<file path="config.mk">
export PLATFORM = sky130hd
export DESIGN_NAME = mont_exp_ctrl_flat
export DESIGN_NICKNAME = d
export VERILOG_FILES = /design/src/rtl/mont_pkg.sv /design/src/rtl/mont_exp_ctrl_if.sv /design/src/rtl/mont_exp_bitscan.sv /design/src/rtl/mont_exp_ctrl.sv /design/src/flat_wrapper.sv
export SDC_FILE = /design/constraint.sdc
export NUM_CORES = 2
export LEC_CHECK = 0
export ABC_AREA = 1
export CAP_MARGIN = 20
export CORE_AREA = 4 4 597 599
export CTS_CLUSTER_DIAMETER = 120
export DETAILED_ROUTE_END_ITERATION = 10
export DIE_AREA = 0 0 601 603
export GPL_ROUTABILITY_DRIVEN = 0
export SETUP_SLACK_MARGIN = 0.02
export SYNTH_ARGS = -nofsm -noshare
export SYNTH_HDL_FRONTEND = slang
export SYNTH_SLANG_ARGS = --single-unit
</file>
<file path="constraint.sdc">
create_clock -name clk -period 41.4 [get_ports clk]
set_input_delay 8.28 -clock clk [delete_from_list [all_inputs] [get_ports clk]]
set_output_delay 8.28 -clock clk [all_outputs]
set_load 0.03 [all_outputs]
</file>
<file path="src/rtl/mont_pkg.sv">
// ============================================================================
// Module   : mont_pkg
// Purpose  : Shared widths, state and operation encodings for mont_exp_ctrl.
// Revision : 1.0
// ============================================================================
`default_nettype none

package mont_pkg;

   localparam int MONT_W  = 192;
   localparam int MONT_EW = 192;

   typedef enum logic [2:0] {
      ST_IDLE    = 3'd0,
      ST_SCAN    = 3'd1,
      ST_ISSUE   = 3'd2,
      ST_WAIT    = 3'd3,
      ST_RELEASE = 3'd4,
      ST_NEXT    = 3'd5,
      ST_FIN     = 3'd6
   } state_e;

   typedef enum logic [1:0] {
      OP_SQR      = 2'd0,
      OP_MUL      = 2'd1,
      OP_CONV_IN  = 2'd2,
      OP_CONV_OUT = 2'd3
   } op_e;

   function automatic int cnt_width(input int ew);
      return (ew > 1) ? $clog2(ew) : 1;
   endfunction

endpackage

`default_nettype wire

</file>
<file path="src/rtl/mont_exp_ctrl_if.sv">
// ============================================================================
// Module   : mont_exp_req_if / mont_mm_if
// Purpose  : Exponentiation request bus and Montgomery multiplier bus.
// Revision : 1.0
// ============================================================================
`default_nettype none

interface mont_exp_req_if #(
   parameter int W  = mont_pkg::MONT_W,
   parameter int EW = mont_pkg::MONT_EW
);
   logic          start;
   logic [W-1:0]  base;
   logic [EW-1:0] exp;
   logic [W-1:0]  one_m;
   logic [W-1:0]  r2;
   logic          busy;
   logic          done;
   logic [W-1:0]  result;

   modport master (output start, base, exp, one_m, r2, input busy, done, result);
   modport slave  (input start, base, exp, one_m, r2, output busy, done, result);
endinterface

interface mont_mm_if #(
   parameter int W = mont_pkg::MONT_W
);
   logic [W-1:0] mm_x;
   logic [W-1:0] mm_y;
   logic         mm_start;
   logic [W-1:0] mm_z;
   logic         mm_done;

   modport master (output mm_x, mm_y, mm_start, input mm_z, mm_done);
   modport slave  (input mm_x, mm_y, mm_start, output mm_z, mm_done);
endinterface

`default_nettype wire

</file>
<file path="src/rtl/mont_exp_bitscan.sv">
// ============================================================================
// Module   : mont_exp_bitscan
// Purpose  : Exponent shift register (MSB = current bit) and remaining-bit count.
// Revision : 1.0
// ============================================================================
`default_nettype none

module mont_exp_bitscan
   import mont_pkg::*;
#(
   parameter int EW = MONT_EW,
   parameter int CW = cnt_width(EW)
) (
   input  wire logic          clk_i,
   input  wire logic          rst_i,
   input  wire logic          load_i,
   input  wire logic [EW-1:0] exp_i,
   input  wire logic          shift_i,
   input  wire logic          dec_i,
   output logic               bit_o,
   output logic               empty_o
);

   logic [EW-1:0] exp_q, exp_d;
   logic [CW-1:0] cnt_q, cnt_d;

   // Counter tracks bits below the current MSB; shifting out the leading one
   // is a shift without a decrement.
   always_comb begin
      exp_d = exp_q;
      cnt_d = cnt_q;
      if (load_i) begin
         exp_d = exp_i;
         cnt_d = CW'(EW - 1);
      end else begin
         if (shift_i) exp_d = {exp_q[EW-2:0], 1'b0};
         if (dec_i)   cnt_d = cnt_q - 1'b1;
      end
   end

   always_ff @(posedge clk_i or posedge rst_i) begin
      if (rst_i) begin
         exp_q <= '0;
         cnt_q <= '0;
      end else begin
         exp_q <= exp_d;
         cnt_q <= cnt_d;
      end
   end

   assign bit_o   = exp_q[EW-1];
   assign empty_o = (cnt_q == '0);

endmodule

`default_nettype wire

</file>
<file path="src/rtl/mont_exp_ctrl.sv">
// ============================================================================
// Module   : mont_exp_ctrl
// Purpose  : Left-to-right square-and-multiply sequencer driving a Montgomery
//            multiplier. Optional in/out domain conversion: MONT_EXP_CONVERT_EN.
// Revision : 1.0
// ============================================================================
`default_nettype none

module mont_exp_ctrl
   import mont_pkg::*;
#(
   parameter int W  = MONT_W,
   parameter int EW = MONT_EW
) (
   input  wire logic       clk,
   input  wire logic       reset,
   mont_exp_req_if.slave   req,
   mont_mm_if.master       mm
);

   state_e        state_q;
   op_e           op_q;
   logic          sqr_done_q;
   logic [W-1:0]  base_q;
   logic [W-1:0]  acc_q;
   logic          busy_q;
   logic          done_q;
   logic [W-1:0]  result_q;
   logic [W-1:0]  mm_x_q;
   logic [W-1:0]  mm_y_q;
   logic          mm_start_q;

   logic          w_load;
   logic          w_shift;
   logic          w_dec;
   logic          w_bit;
   logic          w_empty;

`ifdef MONT_EXP_CONVERT_EN
   logic [W-1:0]  r2_q;
`else
   logic          w_unused_r2;
   assign w_unused_r2 = ^req.r2;
`endif

   mont_exp_bitscan #(.EW(EW)) u_bitscan (
      .clk_i   (clk),
      .rst_i   (reset),
      .load_i  (w_load),
      .exp_i   (req.exp),
      .shift_i (w_shift),
      .dec_i   (w_dec),
      .bit_o   (w_bit),
      .empty_o (w_empty)
   );

   always_comb begin
      w_load  = (state_q == ST_IDLE) && req.start;
      w_shift = 1'b0;
      w_dec   = 1'b0;
      case (state_q)
         ST_SCAN: begin
            w_shift = 1'b1;
            w_dec   = !w_bit;
         end
         ST_NEXT: begin
            // The bit under examination is consumed once its square is done.
            w_shift = sqr_done_q;
            w_dec   = sqr_done_q;
         end
         default: ;
      endcase
   end

   always_ff @(posedge clk or posedge reset) begin
      if (reset) begin
         state_q    <= ST_IDLE;
         op_q       <= OP_SQR;
         sqr_done_q <= 1'b0;
         base_q     <= '0;
         acc_q      <= '0;
         busy_q     <= 1'b0;
         done_q     <= 1'b0;
         result_q   <= '0;
         mm_x_q     <= '0;
         mm_y_q     <= '0;
         mm_start_q <= 1'b0;
`ifdef MONT_EXP_CONVERT_EN
         r2_q       <= '0;
`endif
      end else begin
         done_q <= 1'b0;
         case (state_q)
            ST_IDLE: begin
               if (req.start) begin
                  base_q     <= req.base;
                  acc_q      <= req.one_m;
                  busy_q     <= 1'b1;
                  sqr_done_q <= 1'b0;
`ifdef MONT_EXP_CONVERT_EN
                  r2_q       <= req.r2;
                  if (req.exp == '0) begin
                     acc_q   <= W'(1);
                     state_q <= ST_FIN;
                  end else begin
                     op_q    <= OP_CONV_IN;
                     state_q <= ST_ISSUE;
                  end
`else
                  state_q    <= (req.exp == '0) ? ST_FIN : ST_SCAN;
`endif
               end
            end
            ST_SCAN: begin
               if (w_bit) begin
                  acc_q   <= base_q;
                  state_q <= ST_NEXT;
               end
            end
            ST_NEXT: begin
               if (!sqr_done_q) begin
                  if (w_empty) begin
`ifdef MONT_EXP_CONVERT_EN
                     op_q    <= OP_CONV_OUT;
                     state_q <= ST_ISSUE;
`else
                     state_q <= ST_FIN;
`endif
                  end else begin
                     op_q       <= OP_SQR;
                     sqr_done_q <= 1'b1;
                     state_q    <= ST_ISSUE;
                  end
               end else begin
                  sqr_done_q <= 1'b0;
                  if (w_bit) begin
                     op_q    <= OP_MUL;
                     state_q <= ST_ISSUE;
                  end
               end
            end
            ST_ISSUE: begin
               case (op_q)
                  OP_MUL: begin
                     mm_x_q <= acc_q;
                     mm_y_q <= base_q;
                  end
`ifdef MONT_EXP_CONVERT_EN
                  OP_CONV_IN: begin
                     mm_x_q <= base_q;
                     mm_y_q <= r2_q;
                  end
                  OP_CONV_OUT: begin
                     mm_x_q <= acc_q;
                     mm_y_q <= W'(1);
                  end
`endif
                  default: begin
                     mm_x_q <= acc_q;
                     mm_y_q <= acc_q;
                  end
               endcase
               mm_start_q <= 1'b1;
               state_q    <= ST_WAIT;
            end
            ST_WAIT: begin
               if (mm.mm_done) begin
                  if (op_q == OP_CONV_IN) base_q <= mm.mm_z;
                  else                    acc_q  <= mm.mm_z;
                  mm_start_q <= 1'b0;
                  state_q    <= ST_RELEASE;
               end
            end
            ST_RELEASE: begin
               if (!mm.mm_done) begin
`ifdef MONT_EXP_CONVERT_EN
                  case (op_q)
                     OP_CONV_IN:  state_q <= ST_SCAN;
                     OP_CONV_OUT: state_q <= ST_FIN;
                     default:     state_q <= ST_NEXT;
                  endcase
`else
                  state_q <= ST_NEXT;
`endif
               end
            end
            ST_FIN: begin
               result_q <= acc_q;
               done_q   <= 1'b1;
               busy_q   <= 1'b0;
               state_q  <= ST_IDLE;
            end
            default: state_q <= ST_IDLE;
         endcase
      end
   end

   assign req.busy    = busy_q;
   assign req.done    = done_q;
   assign req.result  = result_q;
   assign mm.mm_x     = mm_x_q;
   assign mm.mm_y     = mm_y_q;
   assign mm.mm_start = mm_start_q;

endmodule

`default_nettype wire

</file>
<file path="src/flat_wrapper.sv">
// flat-port wrapper written by rule: the top's interface ports become plain ports
module mont_exp_ctrl_flat import mont_pkg::*;
#(
   parameter int W  = MONT_W,
   parameter int EW = MONT_EW
)
  (clk, reset, req_start, req_base, req_exp, req_one_m, req_r2, req_busy, req_done, req_result, mm_mm_x, mm_mm_y, mm_mm_start, mm_mm_z, mm_mm_done);
  mont_exp_req_if #(.W(W), .EW(EW)) req_i ();
  mont_mm_if #(.W(W)) mm_i ();
  input  wire logic clk;
  input  wire logic reset;
  input wire logic [$bits(req_i.start)-1:0] req_start;
  input wire logic [$bits(req_i.base)-1:0] req_base;
  input wire logic [$bits(req_i.exp)-1:0] req_exp;
  input wire logic [$bits(req_i.one_m)-1:0] req_one_m;
  input wire logic [$bits(req_i.r2)-1:0] req_r2;
  output wire logic [$bits(req_i.busy)-1:0] req_busy;
  output wire logic [$bits(req_i.done)-1:0] req_done;
  output wire logic [$bits(req_i.result)-1:0] req_result;
  output wire logic [$bits(mm_i.mm_x)-1:0] mm_mm_x;
  output wire logic [$bits(mm_i.mm_y)-1:0] mm_mm_y;
  output wire logic [$bits(mm_i.mm_start)-1:0] mm_mm_start;
  input wire logic [$bits(mm_i.mm_z)-1:0] mm_mm_z;
  input wire logic [$bits(mm_i.mm_done)-1:0] mm_mm_done;
  assign req_i.start = req_start;
  assign req_i.base = req_base;
  assign req_i.exp = req_exp;
  assign req_i.one_m = req_one_m;
  assign req_i.r2 = req_r2;
  assign req_busy = req_i.busy;
  assign req_done = req_i.done;
  assign req_result = req_i.result;
  assign mm_mm_x = mm_i.mm_x;
  assign mm_mm_y = mm_i.mm_y;
  assign mm_mm_start = mm_i.mm_start;
  assign mm_i.mm_z = mm_mm_z;
  assign mm_i.mm_done = mm_mm_done;
  mont_exp_ctrl #(.W(W), .EW(EW)) u_core (.clk(clk), .reset(reset), .req(req_i), .mm(mm_i));
endmodule
</file>
**Yosys cells after proc, flatten, opt, wreduce, memory -nomap -nowiden**

Cells that the tools add are included.

- Equal/unequal tests: 17
- Add/subtract/negate cells: 1
- Mux-type cells: 37
- Reductions and logical operators: 19

Operators by type and width:

| cell | number |
|---|---|
| $mux W192 | 10 |
| $pmux W192 S3 | 1 |
| $pmux W192 S2 | 1 |
| $logic_not A192 Y1 | 1 |
| $mux W3 | 8 |
| $pmux W3 S6 | 1 |
| $mux W8 | 2 |
| $ne A2 B2 Y1 const B | 6 |
| $reduce_bool A2 Y1 | 6 |
| $pmux W1 S2 | 5 |
| $reduce_and A5 Y1 | 2 |
| $eq A3 B3 Y1 const B | 3 |
| $logic_not A8 Y1 | 1 |
| $sub A8 B1 Y8 const B | 1 |
| $eq A3 B2 Y1 const B | 2 |
| $mux W1 | 6 |
| $mux W2 | 3 |
| $reduce_and A2 Y1 | 3 |
| $ne A2 B1 Y1 const B | 2 |
| $reduce_and A4 Y1 | 1 |
| $eq A3 B1 Y1 const B | 1 |
| $logic_not A3 Y1 | 1 |
| $ne A3 B3 Y1 const B | 1 |
| $reduce_and A3 Y1 | 1 |
| other kinds (5) | 5 |

- Output and inout bits: 579
- Bits in registers: 1,169
- Logic and storage cells: 87

**Logic depth before layout (Yosys ltp)**

- Depth in word-level cells: 4
- Depth in mapped cells: 12

**Hierarchy**

From an unflattened synthesis, not the netlist that was laid out.

- Cells, all modules: 5,967
- Area total of the unflattened synthesis: 50,543.5 µm²

Modules (own cells, without submodules):

| module | times used | cells an instance | area an instance (µm²) |
|---|---|---|---|
| mont_exp_ctrl | 1 | 5,091 | 42,115.4 |
| mont_exp_bitscan | 1 | 876 | 8,428.1 |

**Worst setup path after synthesis**

No wires, ideal clock.

- Kind: input -> register
- Start point: input req_start
- End point: register u_core.u_bitscan.cnt_q[1]
- Stages: 4
- Path buffers: 2
- Slack: 32.155 ns
- Library setup time: 0.143 ns
- Data required time: 41.257 ns
- Arrival time: 9.102 ns
- Cells stage by stage: nand2_2 > clkbuf_1 > clkbuf_1 > o211ai_1

- Longest elaborated chain between the ends: 2
- Elaborated cells on any way between the ends: 3
- Classes of those cells: 1 x mux; 2 x reduce/logical

RTL lines:

| item | RTL line | text |
|---|---|---|
| start, declared | flat_wrapper.sv:12 | `input wire logic [$bits(req_i.start)-1:0] req_start;` |
| $logic_and A1 B1 Y1 (*) | mont_exp_ctrl.sv:58 | `w_load = (state_q == ST_IDLE) && req.start;` |
| $mux W8 or $reduce_bool A2 Y1 (tied branches) | n/a |  |
| end signal, assigned | mont_exp_bitscan.sv:47 | `cnt_q <= cnt_d;` |
| end, declared | mont_exp_bitscan.sv:25 | `logic [CW-1:0] cnt_q, cnt_d;` |

Every way passes the cells marked *; elsewhere a longest branch is shown, timed or not.
A chain may end at the register's enable or synchronous reset.

==> run summary <==
synthesized area per cell - 8.20 µm²
GRT overflow - 0
Synth Area in XOR/XNOR - 0%
Worst-path clk slew - 60 ps
yosys warns - 0
Max transition margin - 27.6%
CP Capture Type - asynchronous set/reset pin
crit path kind - input port to asynchronous set/reset pin
# nets final - 8387
library cells used by synthesis - 28
Hold Path Sink - u_core.mm.mm_y[96]
slowest stage delay, CP - 840 ps
LEAKAGE - 32.8 nW
PostCTS Resize Cnt - 0
hold_sp - u_core.mm.mm_y[96]
final hold violation count - 0
CTS tree - built
largest net degree at the start of global routing - 146
Post-CTS Hold Fix Bufs - 0
CTS Sinks - 1168
RSZ-0062 raised after global routing - false
CTS max path bufs - 4
vias in the first global route - 45900
first-pass iteration count of the detailed router - 6
f_max - 80.1 MHz
clock latency on the worst-skew pair - 860 ps
Hold Path Class - flip-flop to flip-flop
Synth Register Bits - 1168
I/O pin cnt - 1543
Iter 0 DRT Violations - 4958
mux contribution to synthesized area - 0%
TritonCTS buffer count - 153
register area share after synthesis - 56.6%
DRC viols - 0
Startpoint Class - input port
main combinational cell family by area after synthesis - compound AO/OA/AOI/OAI gates
final setup TNS - 0 ps
Final Max Tran Viols - 0
maximum VDD drop - 0.0000571 V
post-route ant nets - 0
layout cells sized above 1 - 4.22%
routed len/inst - 23.1 µm
port bufs - 1350
DIE WIDTH - 601 µm
outcome - completed
Total Routing Usage GR - 14.9%
die area - 362000 µm²
FF-to-FF setup slack - 36850 ps
Tmin final - 12490 ps
Mapped Nets - 7260
Setup Fix Bufs, Post-CTS - 0
Mapped Cells - 6295
# setup viols final - 0
detailed placement HPWL - 219000 µm
H-tree depth - 4
Final Routed Wirelength - 283000 µm
most frequent CP cell - buf_4
Worst Path Arrival - 13290 ps
Hold Path Depth - 2
CP Cell Sequence - clkdlybuf4s50_1, inv_8, buf_12, buf_4, buf_4, buf_4, buf_4
crit path max fanout - 108
Crit Reg-Reg Endpoint - u_core.u_bitscan.exp_q[79]
simple-gate share of the synthesized area - 16.5%
Compound-Gate Fraction of Synth Area - 19.1%
FF-to-FF Start - u_core.state_q[0]
Max-Cap Viols - 0
Worst Max-Slew Pin Slew - 1090 ps
initial antenna violation count - 119
Synth Cell Area - 51600 µm²
CTS root buf - clkbuf_16
area delta synth->final - 45.3%
initial core utilization - 14.7%
Die H - 603 µm
Util after Layout - 21.3%
Final period util - 30.2%
total power per unit cell area - 86.1 nW/µm²
Core ar. - 351000 µm²
Via Count - 49400
Slowest-stage cell, CP - buf_4
Reg2Reg Depth - 10
first-pass GRT wire length - 383000 µm
Synth Area in Adders - 0.0242%
clk_skew - 66.7 ps
DR vias/cell - 4.03
num rows - 218
WP data required - 42200 ps
## worst max-delay path, delay by kind of cell
| family | cells | cell delay [ps] |
|---|---|---|
| buffers and inverters | 7 | 4500 |
## layout make-up
type,count,area [µm²]
repair buffers,1413,14000
inverters,582,2230
well taps,4620,5780
flip-flops and latches,1168,29200
clock inverters,55,709
diodes,84,210
multi-input cells,4104,18400
clock buffers,218,4370
fillers,38900,276000
## layer usage
| metal | share of wire, % | global-route usage (%) | up-vias |
|---|---|---|---|
| met5 | 0.14 | 0 | - |
| met4 | 6.3 | 8.58 | 60 |
| met3 | 9.2 | 4.83 | 505 |
| met2 | 46 | 23.6 | 2223 |
| met1 | 39 | 17.7 | 23700 |
| li1 | - | - | 22900 |
## worst max-delay path by stage
stage / start / to / slack, ps / cells after the start
2_1_floorplan: reset / u_core.acc_q[0] / 220 / 1
3_3_place_gp: reset / u_core.req.result[47] / 27970 / 7
3_5_place_dp: reset / u_core.req.result[47] / 27980 / 7
4_1_cts: reset / u_core.req.result[40] / 28880 / 7
5_1_grt: reset / u_core.mm.mm_x[55] / 28320 / 7
6_report: reset / u_core.mm.mm_x[55] / 28910 / 7
## stage by stage
stage               hold WS, ps  area (µm²)  setup WS, ps  power (W)  std cells
floorplan                   452       51600           221    0.00373       6295
global placement            465       69700         27970    0.00509      11900
detailed placement          472       69700         27980    0.00514      11900
CTS                         485       74700         28880    0.00653      12200
global route                495       74900         28320    0.00687      12200
finish                      480       75000         28910    0.00646      12200
## sequential cells by signal, summed over array words and instances (netlist names)
signal and flops:
u_core.req.done 1, u_core.base_q 192, u_core.mm.mm_x 192, u_core.u_bitscan.exp_q 192, u_core.state_q 3, u_core.op_q 1, u_core.mm.mm_start 1, u_core.req.busy 1
u_core.sqr_done_q 1, u_core.mm.mm_y 192, u_core.req.result 192, u_core.u_bitscan.cnt_q 8, u_core.acc_q 192
## Yosys cell counts
library cell  instances  share of area (%)
nand2_1            1640                 12
o21ai_0            1298                 13
dfrtp_1            1168                 57
inv_1               577                4.2
a21oi_1             386                3.7
nor2_1              337                2.5
clkbuf_1            288                2.1
a31oi_1             191                2.3
nand3_1             184                1.8
buf_2               116                1.1
o21ai_1              35               0.34
buf_1                28               0.20
nand4_1              11               0.13
buf_4                 9               0.13
nor3_1                6              0.058
inv_2                 5              0.036
nor2_2                3              0.036
nand2_2               2              0.024
o21a_1                2              0.029
a21oi_4               1              0.032
a31o_2                1              0.017
a41oi_1               1              0.017
ha_1                  1              0.024
nand3b_1              1              0.015
nor3b_1               1              0.015
o211ai_1              1              0.015
o22ai_1               1              0.012
or2_1                 1              0.012
## cells by family (layout without fill, tap and decap cells)
logic type | count (synthesis) | count (layout)
AOI/OAI and AO/OA | 1917 | 1917
adders and majority gates | 1 | 1
buffers and inverters | 1023 | 2268
DFF | 1168 | 1168
other | 0 | 84
and+or+nand+nor | 2186 | 2186
## power breakdown
part / internal (W) / switching [W] / total, W
Clock: 0.000789 / 0.000571 / 0.00136
Combinational: 0.000987 / 0.00212 / 0.00311
Sequential: 0.00169 / 0.000296 / 0.00199
## placed cells by master (no fill, tap or decap), drive strengths merged
master and n:
a21oi 387, a31o 1, a31oi 191, a41oi 1, buf 63, bufinv 7, clkbuf 218, clkdlybuf4s50 1350
clkinv 35, clkinvlp 4, dfrtp 1168, diode 84, ha 1, inv 591, nand2 1642, nand3 184
nand3b 1, nand4 11, nor2 340, nor3 6, nor3b 1, o211ai 1, o21a 2, o21ai 1333
o22ai 1, or2 1
Power figures use the tool's default switching activity.
